[src/rtl/mem_arbiter.sv]
// Arbitrates one single-port memory between instruction fetch and data access.
// Data wins by default; a bounded starvation counter forces a fetch grant.
module mem_arbiter #(
  parameter int STARVE_LIMIT = 4
) (
  input  logic        clk,
  input  logic        rst_n,
  input  logic        if_req,
  input  logic [31:0] if_addr,
  output logic [31:0] if_rdata,
  output logic        if_valid,
  input  logic        dm_req,
  input  logic        dm_we,
  input  logic        dm_byte,
  input  logic [31:0] dm_addr,
  input  logic [31:0] dm_wdata,
  output logic [31:0] dm_rdata,
  output logic        dm_valid,
  output logic        mem_req,
  output logic        mem_we,
  output logic        mem_byte,
  output logic [31:0] mem_addr,
  output logic [31:0] mem_wdata,
  input  logic        mem_ack,
  input  logic [31:0] mem_rdata,
  output logic        stall_if,
  output logic        stall_dm
);

  localparam int CNT_W = $clog2(STARVE_LIMIT + 1);
  localparam logic [CNT_W-1:0] LIMIT = CNT_W'(STARVE_LIMIT);

  typedef enum logic [1:0] {IDLE, BUSY_IF, BUSY_DM, DONE} state_t;

  state_t           state, state_nxt;
  logic [CNT_W-1:0] starve_cnt;
  logic             grant_dm, grant_if;
  logic             ack_seen;

  // NOTE: every signal written here gets a default first so no latch is inferred.
  always_comb begin
    state_nxt = state;
    grant_dm  = 1'b0;
    grant_if  = 1'b0;
    case (state)
      IDLE: begin
        if (dm_req && (starve_cnt < LIMIT || !if_req)) begin
          grant_dm  = 1'b1;
          state_nxt = BUSY_DM;
        end else if (if_req) begin
          grant_if  = 1'b1;
          state_nxt = BUSY_IF;
        end
      end
      BUSY_IF, BUSY_DM: if (mem_ack) state_nxt = DONE;
      DONE:             state_nxt = IDLE;
      default:          state_nxt = IDLE;
    endcase
  end

  // An ack only counts while a transaction is outstanding.
  assign ack_seen = mem_ack && (state == BUSY_IF || state == BUSY_DM);

  // NOTE: sequential state uses non-blocking assignments so all registers update together.
  always_ff @(posedge clk or negedge rst_n) begin
    if (!rst_n) begin
      state <= IDLE;
    end else begin
      state <= state_nxt;
    end
  end

  always_ff @(posedge clk or negedge rst_n) begin
    if (!rst_n) begin
      starve_cnt <= '0;
      mem_req    <= 1'b0;
      mem_we     <= 1'b0;
      mem_byte   <= 1'b0;
      mem_addr   <= '0;
      mem_wdata  <= '0;
      if_valid   <= 1'b0;
      dm_valid   <= 1'b0;
      if_rdata   <= '0;
      dm_rdata   <= '0;
    end else begin
      if_valid <= 1'b0;
      dm_valid <= 1'b0;
      if (grant_dm) begin
        mem_req   <= 1'b1;
        mem_we    <= dm_we;
        mem_byte  <= dm_byte;
        mem_addr  <= dm_addr;
        mem_wdata <= dm_wdata;
        if (if_req && starve_cnt != LIMIT) starve_cnt <= starve_cnt + 1'b1;
      end else if (grant_if) begin
        mem_req    <= 1'b1;
        mem_we     <= 1'b0;
        mem_byte   <= 1'b0;
        mem_addr   <= if_addr;
        mem_wdata  <= '0;
        starve_cnt <= '0;
      end
      if (ack_seen) begin
        mem_req   <= 1'b0;
        mem_we    <= 1'b0;
        mem_byte  <= 1'b0;
        mem_addr  <= '0;
        mem_wdata <= '0;
        if (state == BUSY_IF) begin
          if_rdata <= mem_rdata;
          if_valid <= 1'b1;
        end else begin
          dm_valid <= 1'b1;
          // Stores complete with a pulse but leave the last load value in place.
          if (!mem_we) dm_rdata <= mem_rdata;
        end
      end
    end
  end

  assign stall_if = if_req & ~if_valid;
  assign stall_dm = dm_req & ~dm_valid;

endmodule

[config.mk]
export PLATFORM = sky130hd
export DESIGN_NAME = mem_arbiter
export DESIGN_NICKNAME = d
export VERILOG_FILES = /design/src/rtl/mem_arbiter.sv
export SDC_FILE = /design/constraint.sdc
export NUM_CORES = 1
export LEC_CHECK = 0
export BUFFER_PORTS_ARGS = -buffer_cell sky130_fd_sc_hd__buf_2
export CORE_MARGIN = 4
export CORE_UTILIZATION = 35
export CTS_BUF_LIST = sky130_fd_sc_hd__clkbuf_8
export CTS_CLUSTER_SIZE = 8
export DETAILED_ROUTE_END_ITERATION = 7
export SYNTH_ARGS = -nofsm -noshare
export SYNTH_HDL_FRONTEND = slang
export SYNTH_SLANG_ARGS = --single-unit
[constraint.sdc]
create_clock -name clk -period 2.2 [get_ports clk]
set_input_delay 0.44 -clock clk [delete_from_list [all_inputs] [get_ports clk]]
set_output_delay 0.44 -clock clk [all_outputs]
set_load 0.02 [all_outputs]
=== Yosys cells after proc, flatten, opt, wreduce, memory -nomap -nowiden ===
Cells that the tools add are included.

* Mux-type cells: 30
* Bitwise operators: 6
* $lt $le $gt $ge: 1
* Eq/ne operators: 7
* Reduce and logical (&&, ||, !) cells: 14
* Add/sub/neg operators: 1

{| class="wikitable"
|+ Operators with widths
! kind !! count
|-
| $mux W32 || 6
|-
| $mux W1 || 17
|-
| $mux W3 || 3
|-
| $mux W2 || 3
|-
| $ne A3 B3 Y1 const B || 2
|-
| $pmux W2 S3 || 1
|-
| $reduce_and A2 Y1 || 3
|-
| $eq A2 B2 Y1 const B || 2
|-
| $not A1 Y1 || 4
|-
| $add A3 B1 Y3 const B || 1
|-
| $logic_and A1 B1 Y1 || 3
|-
| $lt A3 B3 Y1 const B || 1
|-
| $reduce_and A3 Y1 || 1
|-
| $reduce_bool A3 Y1 || 1
|-
| $and A1 B1 Y1 || 2
|-
| $eq A2 B1 Y1 const B || 1
|-
| $logic_not A2 Y1 || 1
|-
| $logic_or A1 B1 Y1 || 2
|-
| $ne A2 B1 Y1 const B || 1
|-
| $ne A2 B2 Y1 const B || 1
|-
| $reduce_bool A2 Y1 || 1
|-
| $reduce_or A2 Y1 || 1
|-
| $logic_not A1 Y1 || 1
|}

* Register bits: 138
* Output and inout bits: 135

=== Logic depth before layout (Yosys ltp) ===
* Depth in word-level cells: 8
* Depth in mapped cells: 9

=== Least setup slack after synthesis ===
No wires, ideal clock.

* Path type: register -> register
* From: register state[0]
* To: register dm_rdata[11]
* Library setup time: 0.125 ns
* Arrival time: 1.611 ns
* Stages on the path, launching flop included: 8
* Clock period less this slack: 1.735 ns
* Slack: 0.465 ns
* Path buffers: 2
* Path through: dfrtp_1 -> inv_1 -> ha_1 -> buf_4 -> nand2_2 -> nor3_4 -> buf_6 -> mux2_2

* Longest elaborated chain between the ends: 4

{| class="wikitable"
|+ RTL lines
! what !! line !! text
|-
| start, declared || 35 || <nowiki>state_t state, state_nxt;</nowiki>
|-
| start signal, assigned || 69 || <nowiki>state <= state_nxt;</nowiki>
|-
| $eq A2 B1 Y1 or $eq A2 B2 Y1 (tied branches) || 62, 109 ||
|-
| $logic_or A1 B1 Y1 || 62 || <nowiki>assign ack_seen = mem_ack && (state == BUSY_IF || state == BUSY_DM);</nowiki>
|-
| $logic_and A1 B1 Y1 || 62 ||
|-
| $reduce_and A3 Y1 (no source line) (*) || - ||
|-
| end signal, assigned || 115 || <nowiki>if (!mem_we) dm_rdata <= mem_rdata;</nowiki>
|-
| end, declared || 17 || <nowiki>output logic [31:0] dm_rdata,</nowiki>
|}

Mark *: on every way between the ends. The rest lies on a longest branch, timed or not.
A chain may end at the register's enable or synchronous reset.

=== Worst setup path after layout ===
* From: register state[0]
* To: register mem_addr[8]

* Longest elaborated chain between the ends: 4

{| class="wikitable"
|+ RTL lines
! what !! line !! text
|-
| $logic_not A2 Y1 (tied with other cells) || 45 || <nowiki>case (state)</nowiki>
|-
| $mux W1 or $logic_or A1 B1 Y1 (tied branches) || 45, 62 ||
|-
| $mux W32 or $logic_and A1 B1 Y1 (tied branches) || 88, 62 ||
|-
| $mux W32 or $reduce_bool A3 Y1 (tied branches) || - ||
|-
| end signal, assigned || 92 || <nowiki>mem_addr <= dm_addr;</nowiki>
|-
| end signal, assigned || 99 || <nowiki>mem_addr <= if_addr;</nowiki>
|-
| end, declared || 22 || <nowiki>output logic [31:0] mem_addr,</nowiki>
|}

Several ways; a longest one is shown, not always the timed one.

==> results.py <==
metrics = {
    "die": {
        "rows": 45,
        "die_w_um": 134,
        "core_um2": 15400,
        "initial_core_util_pct": 36.1,
        "die-height_um": 134,
        "ios": 270,
        "die_area_um2": 18000,
    },
    "setup_path": {
        "rr_worst_depth": 6,
        "crit_family": "compound AO/OA/AOI/OAI gates",
        "critPathLaunchType": "register",
        "end_kind": "register",
        "crit_chain": "inv_1, ha_1, o21a_1, nand2_1, buf_12, o21ai_0",
        "cp.depth": 6,
        "cp_slowest_cell": "dfrtp_1",
        "crit_type": "register to register",
        "required_ns": 2.55,
        "r2r_start": "state[0]",
        "critPathLaunch": "state[0]",
        "cp_data_arrival_time_ns": 2.18,
        "cpPeakStageDelay_ns": 0.38,
        "regToRegEndpoint": "mem_addr[8]",
        "crit_buf_inv": 2,
        "crit_path_end": "mem_addr[8]",
        "reg2reg_slack_ns": 0.37,
        "cp_max_fo": 22,
    },
    "sta": {
        "final_max_slew_viol_count": 0,
        "finalSetupViolations": 0,
        "fin_crit_sh_pct": 83.3,
        "setup_ws_ns": 0.367,
        "tightestPinTransition_ns": 0.485,
        "fin_crit_ns": 1.83,
        "hold_violations": 0,
        "rsz0062_at_grt": "no",
        "tns_ns": 0,
        "max_freq_mhz": 546,
        "fin_skew_ns": 0.0130,
        "slew-limit-headroom_pct": 67.7,
    },
    "yosys": {
        "synth_nets": 537,
        "async_flop_share_pct": 100,
        "postSynthAreaPerCell_um2": 14.0,
        "synth_edf_count": 0,
        "syn_inst": 398,
        "synth_seq_cells": 138,
        "synthFlopType": "dfrtp_1",
        "ys_types": 32,
        "synth_warnings": 0,
        "synth_area_um2": 5580,
        "ys_seq_area_share_pct": 61.9,
    },
    "cells_and_area": {
        "final_common_cell": "buf_2",
        "finalNetCount": 810,
        "multiInputGateArea_um2": 1900,
        "syn2layout_area_growth_pct": 35.5,
        "final-seq-area_um2": 3450,
        "layout.cells.most_common_list": "buf_2, dfrtp_1, mux2_2, nand2_1, a22o_1",
        "final.fill_count": 1472,
        "drive_gt1_share_pct": 55.3,
        "final_util_pct": 49.0,
    },
    "drt": {
        "dr.pass1.iters": 4,
        "ant_nets": 0,
        "wirelength_mm": 14.6,
        "drc": 0,
        "drt_iter0_markers": 151,
        "avgRoutedWirePerCell_um": 16.3,
        "viasPerCell": 4.65,
        "vias": 4168,
    },
    "power_and_ir_drop": {
        "powerDensity_nw_per_um2": 1610,
        "ir_drop_v": 0.000754,
        "leakagePower_nw": 4.05,
        "power_mw": 12.1,
    },
    "clock_network": {
        "cts-root-buf": "clkbuf_8",
        "clockBufferDepth": 2,
        "clkSlewWorstSetupHoldPaths_ns": 0.09,
        "cts.htree.levels": 4,
        "cts-resized-gates": 0,
        "cts.sinks": 138,
        "cts-buffers-inserted": 17,
        "cts_tree": "yes",
        "clock_latency_ns": 0.44,
    },
    "status": {
        "outcome": "finished, final reports clean",
    },
    "global_route": {
        "antenna_found_initial": 1,
        "grt_first_pass_wirelength_mm": 23.4,
        "grt_pass1_vias": 4537,
        "grt_use_total_pct": 16.4,
        "grt_max_degree": 67,
        "overflow": 0,
    },
    "job": {
        "drv_cap": 0,
    },
    "placed_design": {
        "port-buffer-count": 269,
        "gp_congestion": 0.767,
        "dpl.hpwl_mm": 10.8,
        "place_ws_ns": 0.343,
    },
    "hold_path": {
        "hold_path_class": "input pin to register",
    },
}
[kinds of logic after synthesis]
family          synth area share (%)
flops                           61.9
mux                             18.5
fa+ha+maj                      0.898
simple gates                    3.90
buf+inv                         4.17
compound gates                  10.6
[where the power goes]
group / switching (mW) / internal (mW)
Sequential: 0.614 / 3.74
Combinational: 3.43 / 2.31
Clock: 1.04 / 1.01
[sequential cells by signal, summed over array words and instances, names as in the netlist]
name / count
dm_rdata: 32
mem_byte: 1
state: 2
mem_we: 1
dm_valid: 1
if_rdata: 32
if_valid: 1
mem_addr: 32
mem_req: 1
starve_cnt: 3
mem_wdata: 32
[worst reg2reg max path: stages, from the launching register on]
cell and delay (ns):
dfrtp_1 0.38, inv_1 0.08, ha_1 0.32, o21a_1 0.27, nand2_1 0.27, buf_12 0.25, o21ai_0 0.19
[area by class of cell]
class	count	share of cell area (%)
well taps	211	3.50
clock buffers	20	3.64
diodes	1	0.0331
inverters	8	0.398
clock inverters	12	1.67
repair buffers	279	19.9
multi-input cells	227	25.1
flip-flops and latches	138	45.7
[routing by layer]
layer  vias up  track usage (%)  share of wire, %
li1       1962                -                 -
met1      2040             18.6                39
met2       141             28.9                52
met3        25             4.61               6.4
met4         0             6.96               2.1
met5         -                0                 0
[Yosys cell counts, types with 2 or more instances]
cell / count / area (um^2)
a22o_1: 34 / 298
clkbuf_1: 3 / 11.3
mux2_1: 4 / 45.0
o21ai_0: 32 / 160
dfrtp_1: 138 / 3450
o21a_1: 2 / 15.0
ha_1: 4 / 50.1
nand2_1: 39 / 146
buf_2: 6 / 30.0
buf_4: 5 / 37.5
a21o_1: 2 / 15.0
inv_1: 8 / 30.0
a32o_1: 2 / 20.0
mux2i_1: 31 / 310
buf_6: 11 / 124
nor2b_1: 2 / 12.5
mux2_2: 60 / 676
[timing repair]
item,4_1_cts,5_1_grt
endpoints found under the hold margin,47,0
buffers inserted,0,0
hold buffers,1,0
endpoints found under the setup margin,0,0
[through the flow]
step	area [um^2]	cells	hold slack (ns)
2_1_floorplan	5580	398	0.144
3_3_place_gp	7140	862	0.422
5_1_grt	7550	896	0.184
6_report	7550	896	0.210
4_1_cts	7550	895	0.180
3_5_place_dp	7140	862	0.435
[worst min path at each step]
stage	start	endpoint	slack, ns	cells past startpoint
3_5_place_dp	rst_n	mem_addr[0]	0.43	1
2_1_floorplan	rst_n	dm_rdata[0]	0.14	0
4_1_cts	dm_wdata[18]	mem_wdata[18]	0.18	2
5_1_grt	dm_wdata[11]	mem_wdata[11]	0.18	2
6_report	dm_wdata[1]	mem_wdata[1]	0.21	2
3_3_place_gp	rst_n	mem_addr[1]	0.42	1
No activity file was read; power rests on OpenSTA's default activity.
